**src/rtl/next_pc_ctrl.sv**
```systemverilog
// next_pc_ctrl: next fetch-PC selection with vectored interrupt entry.
// In RUN the next PC is picked from the redirect candidates by a fixed
// priority. An eligible interrupt first saves the return PC in epc. It then
// drains the pipeline for FLUSH_CYCLES cycles with flush high and fetch held
// at pc. On the last drain cycle fetch is vectored to
// VECTOR_BASE + irq_id*VECTOR_STRIDE.
// Ports:
//   clk, rst              clock, synchronous active-high reset
//   pc .. pci             candidate next-PC values (XLEN each)
//   stall .. pci_take     redirect selects
//   rti                   return from interrupt (redirect to epc)
//   irq, irq_mask         rising-edge interrupt lines, per-source mask
//   global_ie             global interrupt enable
//   pc_out                next fetch PC (combinational)
//   flush                 high for the whole drain
//   interrupt, irq_ack    one-cycle vector pulse, one-hot acknowledge
//   irq_id, epc, in_isr   serviced source, saved return PC, handler active
module next_pc_ctrl #(
  parameter int XLEN          = 32,
  parameter int NUM_IRQ       = 4,
  parameter int FLUSH_CYCLES  = 4,
  parameter int VECTOR_BASE   = 1024,
  parameter int VECTOR_STRIDE = 16,
  parameter int RESET_PC      = 0,
  localparam int IDW          = (NUM_IRQ > 1) ? $clog2(NUM_IRQ) : 1
) (
  input  logic               clk,
  input  logic               rst,
  input  logic [XLEN-1:0]    pc,
  input  logic [XLEN-1:0]    pc_plus_4,
  input  logic [XLEN-1:0]    branch_pc,
  input  logic [XLEN-1:0]    pc_not_taken,
  input  logic [XLEN-1:0]    pcr,
  input  logic [XLEN-1:0]    pci,
  input  logic               stall,
  input  logic               branch_undo,
  input  logic               pcr_take,
  input  logic               branch_predict,
  input  logic               pci_take,
  input  logic               rti,
  input  logic [NUM_IRQ-1:0] irq,
  input  logic [NUM_IRQ-1:0] irq_mask,
  input  logic               global_ie,
  output logic [XLEN-1:0]    pc_out,
  output logic               flush,
  output logic               interrupt,
  output logic [NUM_IRQ-1:0] irq_ack,
  output logic [IDW-1:0]     irq_id,
  output logic [XLEN-1:0]    epc,
  output logic               in_isr
);

  localparam int CW = (FLUSH_CYCLES > 1) ? $clog2(FLUSH_CYCLES) : 1;

  typedef enum logic [1:0] {ST_SR, ST_RUN, ST_DRAIN} state_e;

  state_e             state_q, state_d;
  logic [NUM_IRQ-1:0] pending_q, pending_d;
  logic [NUM_IRQ-1:0] irq_prev_q;
  logic [CW-1:0]      cnt_q, cnt_d;
  logic [XLEN-1:0]    epc_q, epc_d;
  logic [IDW-1:0]     irq_id_q, irq_id_d;
  logic               in_isr_q, in_isr_d;

  logic [XLEN-1:0]    run_pc;
  logic [XLEN-1:0]    vec_pc;
  logic [NUM_IRQ-1:0] eligible;
  logic [NUM_IRQ-1:0] id_onehot;
  logic [NUM_IRQ-1:0] pending_clr;
  logic [IDW-1:0]     low_id;
  logic               rti_taken;
  logic               last_drain;

  always_comb begin
    if (stall)               run_pc = pc;
    else if (branch_undo)    run_pc = pc_not_taken;
    else if (rti)            run_pc = epc_q;
    else if (pcr_take)       run_pc = pcr;
    else if (branch_predict) run_pc = branch_pc;
    else if (pci_take)       run_pc = pci;
    else                     run_pc = pc_plus_4;
  end

  always_comb begin
    eligible = pending_q & ~irq_mask;
    // Descending scan so the lowest-index eligible source is written last.
    low_id = '0;
    for (int unsigned i = NUM_IRQ; i > 0; i--) begin
      if (eligible[i-1]) low_id = IDW'(i - 1);
    end
  end

  assign rti_taken  = rti & ~stall & ~branch_undo;
  assign last_drain = (cnt_q == CW'(FLUSH_CYCLES - 1));
  assign id_onehot  = NUM_IRQ'(1) << irq_id_q;
  assign vec_pc     = XLEN'(VECTOR_BASE) + XLEN'(irq_id_q) * XLEN'(VECTOR_STRIDE);

  always_comb begin
    state_d     = state_q;
    cnt_d       = cnt_q;
    epc_d       = epc_q;
    irq_id_d    = irq_id_q;
    in_isr_d    = in_isr_q;
    pending_clr = '0;
    pc_out      = XLEN'(RESET_PC);
    flush       = 1'b0;
    interrupt   = 1'b0;
    irq_ack     = '0;
    unique case (state_q)
      ST_SR: begin
        state_d = ST_RUN;
      end
      ST_RUN: begin
        pc_out = run_pc;
        if (rti_taken) in_isr_d = 1'b0;
        if (global_ie && !in_isr_q && (|eligible) && !rti_taken) begin
          epc_d    = run_pc;
          irq_id_d = low_id;
          cnt_d    = '0;
          state_d  = ST_DRAIN;
        end
      end
      ST_DRAIN: begin
        flush = 1'b1;
        // Redirects resolving during the drain retarget the return address.
        if (branch_undo)         epc_d = pc_not_taken;
        else if (pcr_take)       epc_d = pcr;
        else if (branch_predict) epc_d = branch_pc;
        if (last_drain) begin
          pc_out      = vec_pc;
          interrupt   = 1'b1;
          irq_ack     = id_onehot;
          pending_clr = id_onehot;
          in_isr_d    = 1'b1;
          state_d     = ST_RUN;
        end else begin
          pc_out = pc;
          cnt_d  = cnt_q + CW'(1);
        end
      end
      default: state_d = ST_SR;
    endcase
    // A fresh rising edge outranks the acknowledge clear.
    pending_d = (pending_q & ~pending_clr) | (irq & ~irq_prev_q);
  end

  always_ff @(posedge clk) begin
    if (rst) begin
      state_q    <= ST_SR;
      pending_q  <= '0;
      irq_prev_q <= '0;
      cnt_q      <= '0;
      epc_q      <= '0;
      irq_id_q   <= '0;
      in_isr_q   <= 1'b0;
    end else begin
      state_q    <= state_d;
      pending_q  <= pending_d;
      irq_prev_q <= irq;
      cnt_q      <= cnt_d;
      epc_q      <= epc_d;
      irq_id_q   <= irq_id_d;
      in_isr_q   <= in_isr_d;
    end
  end

  assign irq_id = irq_id_q;
  assign epc    = epc_q;
  assign in_isr = in_isr_q;

endmodule

```
**config.mk**
```make
export PLATFORM = sky130hd
export DESIGN_NAME = next_pc_ctrl
export DESIGN_NICKNAME = d
export VERILOG_FILES = /design/src/rtl/next_pc_ctrl.sv
export SDC_FILE = /design/constraint.sdc
export NUM_CORES = 1
export LEC_CHECK = 0
export CORE_ASPECT_RATIO = 0.6
export CORE_MARGIN = 5
export CORE_UTILIZATION = 43
export DETAILED_ROUTE_END_ITERATION = 7
export PLACE_DENSITY_LB_ADDON = 0.3
export RECOVER_POWER = 25
export SLEW_MARGIN = 10
export SYNTH_ARGS = -nofsm -noshare
export SYNTH_HDL_FRONTEND = slang
export SYNTH_SLANG_ARGS = --single-unit
```
**constraint.sdc**
```tcl
create_clock -name clk -period 2.4 [get_ports clk]
set_input_delay 0.48 -clock clk [delete_from_list [all_inputs] [get_ports clk]]
set_output_delay 0.48 -clock clk [all_outputs]
set_load 0.01 [all_outputs]
```
==> results.md <==
CTS
* **number of buffers created by CTS** 5
* **total clock sinks** 47
* **total of hold buffers inserted after clock tree synthesis** 0
* **insertion delay to the later sink of the worst-skew pair** 290 ps
* **clock root cell** sky130_fd_sc_hd__clkbuf_16
* **clock transition at the register clock pins on the worst setup and hold paths after CTS** 70 ps
* **H-tree lvl count** 2
* **worst-case clock buffer depth** 2
* **CTS tree** yes

Route
* **Iter 0 DRT Violations** 757
* **routed wire length per instance** 21.31 um
* **number of detailed-route iterations in the first pass** 5
* **Detailed Route WL** 27920 um
* **Avg Vias per Cell** 6.249
* **via count** 8186
* **DRC errors left** 0
* **Antenna Violating Nets Remaining** 0

Min path
* **worst hold path class** reg -> reg

Outcome
* **failing checks** negative setup slack
* **result of the run** complete, but fails checks

Timing
* **Tightest Pin Transition** 1299 ps
* **fmax** 412.3 MHz
* **Hold Fails Final Rpt** 0
* **minimum clock period after layout** 2425 ps
* **ratio of final minimum period to clock period** 101.0%
* **Final Setup Violations** 1
* **tightest slew margin relative to the limit** 13.38%
* **setup repair after global routing missed its margin** yes
* **worst setup slack after layout** -25.15 ps
* **Max Transition Viols Final** 0
* **worst clock skew** 7.291 ps

Setup path
* **category of cells accounting for the largest share of critical-path delay** buffers and inverters
* **critical path arrival** 1950 ps
* **Req. time, crit path** 1920 ps
* **slowest stage delay, CP** 400 ps
* **Worst setup SP type** input pin
* **maximum fanout count along the critical path** 2
* **critical-path cell with the highest stage delay** sky130_fd_sc_hd__clkdlybuf4s50_1
* **Worst setup EP type** primary output
* **CP Buf/Inv Count** 2
* **Worst Path Class, Setup** in -> out
* **cell-by-cell listing of the critical path** clkdlybuf4s50_1, mux2_2, o221ai_2, o21ai_1, mux2i_1, o22ai_1, clkdlybuf4s15_2

Synth
* **mean cell area of the mapped netlist** 7.365 um^2
* **warnings from Yosys** 0
* **cell types with the largest area share after synthesis** sky130_fd_sc_hd__dfxtp_1, sky130_fd_sc_hd__a21oi_1, sky130_fd_sc_hd__a22o_1
* **number of enable-type register cells in the synthesized netlist** 0
* **top cell type's share of synthesized area** 15.83%
* **Synth Instances** 807
* **Seq/Total Area, Yosys** 15.83%
* **commonest cells in the netlist** sky130_fd_sc_hd__a21oi_1, sky130_fd_sc_hd__a22o_1, sky130_fd_sc_hd__clkbuf_1, sky130_fd_sc_hd__nor3_1, sky130_fd_sc_hd__dfxtp_1
* **Synth area leader** sky130_fd_sc_hd__dfxtp_1
* **Synth async-reset ratio** 0%
* **most used standard cell by instance count after synthesis** sky130_fd_sc_hd__a21oi_1
* **number of distinct standard cells referenced by the synthesized netlist** 46
* **area of the mapped netlist** 5943 um^2
* **prevailing post-synth register cell** sky130_fd_sc_hd__dfxtp_1
* **syn_nets** 1020
* **synthesis-stage register bit count** 47

Floorplan
* **overall die area** 16350 um^2
* **floorplan row count** 33
* **Core ar.** 13580 um^2
* **initial core utilization** 43.75%
* **I/O Pins** 282
* **floorplan die width** 161.8 um
* **die outline height** 101.1 um

Global routing
* **Total GRT Usage** 32.28%
* **wire length of the first global-routing pass** 42900 um
* **largest net degree at the start of global routing** 37
* **residual overflow from global routing** 0
* **via count of the first global-routing pass** 8008
* **antenna violations before repair** 0

Placed design
* **number of placed cells counting well taps** 1287
* **count of port buffers added during placement** 281
* **Routability Congestion** 0.8925
* **HPWL reported at the end of detailed placement** 20300 um

Layout
* **area of combinational cells with multiple inputs** 4667 um^2
* **synthesis-to-layout area growth** 69.87%
* **antenna diode count** 0
* **share of final-layout standard cells stronger than drive strength 1** 21.67%
* **area occupied by registers** 943.4 um^2
* **Layout fillers** 1072
* **NumNets Final** 1347
* **Finished Layout Cells** 1310

Pwr
* **power per cell area** 453.4 nW/um^2
* **reported leakage power** 0.004098 uW
* **Pwr Total** 4577 uW
* **worst-case vdd ir drop** 0.0003081 V

Run
* **# Max-Cap Violations** 0

## sequential cells by signal, summed over array words and instances, names as in the netlist
name        count
state_q         2
cnt_q           2
irq_id          2
irq_prev_q      4
epc            32
in_isr          1
pending_q       4
## through the flow
| step | setup WS, ps | utilization, % | TNS, ps | hold WS [ps] | cell area (um^2) |
|---|---|---|---|---|---|
| after floorplan | 174.3 | - | 0 | 446.6 | 5943 |
| after global placement | -368.3 | 71.25 | -6981 | 458.7 | 9679 |
| after detailed placement | -409.6 | 71.25 | -7998 | 463.6 | 9679 |
| after CTS | 1.836 | 74.09 | 0 | 471.5 | 10060 |
| after global routing | -122.7 | 74.32 | -558.7 | 490.8 | 10100 |
| final | -25.15 | 74.32 | -25.15 | 474.7 | 10100 |
## report_power, final
| group | switching (uW) | internal, uW | total (uW) | leakage (uW) |
|---|---|---|---|---|
| clock network | 325 | 525 | 849 | 0.0000875 |
| registers | 179 | 931 | 1110 | 0.000389 |
| logic | 1200 | 1420 | 2620 | 0.00362 |
| total | 1700 | 2870 | 4580 | 0.00410 |
## cells in the final DEF, fill, tap and decap left out, drive strengths merged, types with 33 or more instances in the layout
| cell type | n |
|---|---|
| a21oi | 106 |
| a22o | 59 |
| buf | 145 |
| clkdlybuf4s50 | 223 |
| dfxtp | 47 |
| inv | 36 |
| mux2 | 34 |
| mux2i | 33 |
| nor2b | 38 |
| nor3 | 58 |
## cell families (layout without fill, tap and decap cells)
logic type / after synthesis / after routing / synth area share (%)
AOI/OAI and AO/OA: 348 / 348 / 41.05
buffers and inverters: 129 / 457 / 9.284
and+or+nand+nor: 212 / 212 / 20.99
adders and majority gates: 4 / 4 / 0.8421
DFF: 47 / 47 / 15.83
muxes: 67 / 67 / 12.00
## routing by layer
layer	routed length [um]	track usage, %
met2	12680	53.18
met5	0	0
met4	584	9.942
met1	11390	41.17
met3	3259	9.318
## area by class of cell
cell class,instances,share of cell area [%]
timing repair buffer,414,39.20
clock inverter,2,0.3842
inverter,35,1.301
tap,175,2.169
multi-input combinational,631,46.23
sequential,47,9.344
clock buffer,6,1.376
## worst paths after layout
path	from	endpoint	slack (ps)	depth (start not counted)
max	pci[5]	pc_out[5]	-30	7
min	pending_q[0]$_SDFF_PP0_	pending_q[0]$_SDFF_PP0_	470	2
max reg2reg	state_q[1]$_SDFFE_PP0P_	epc[8]$_SDFFE_PP0P_	70	9
min reg2reg	pending_q[0]$_SDFF_PP0_	pending_q[0]$_SDFF_PP0_	470	2
## worst register-to-register path, stage by stage, from the launching register on
cell	delay [ps]
sky130_fd_sc_hd__dfxtp_2	330
sky130_fd_sc_hd__buf_4	140
sky130_fd_sc_hd__ha_4	170
sky130_fd_sc_hd__buf_12	150
sky130_fd_sc_hd__buf_6	170
sky130_fd_sc_hd__or4_1	600
sky130_fd_sc_hd__buf_4	240
sky130_fd_sc_hd__nor3_1	190
sky130_fd_sc_hd__nor4_1	80
sky130_fd_sc_hd__nor3_1	190
## timing repair
action / CTS / global route
cloned: 1 / 0
pin swaps: 4 / 11
buffers inserted: 10 / 5
setup endpoints to repair: 37 / 38
gates resized for setup: 101 / 51
No activity file was read; power rests on OpenSTA's default activity.
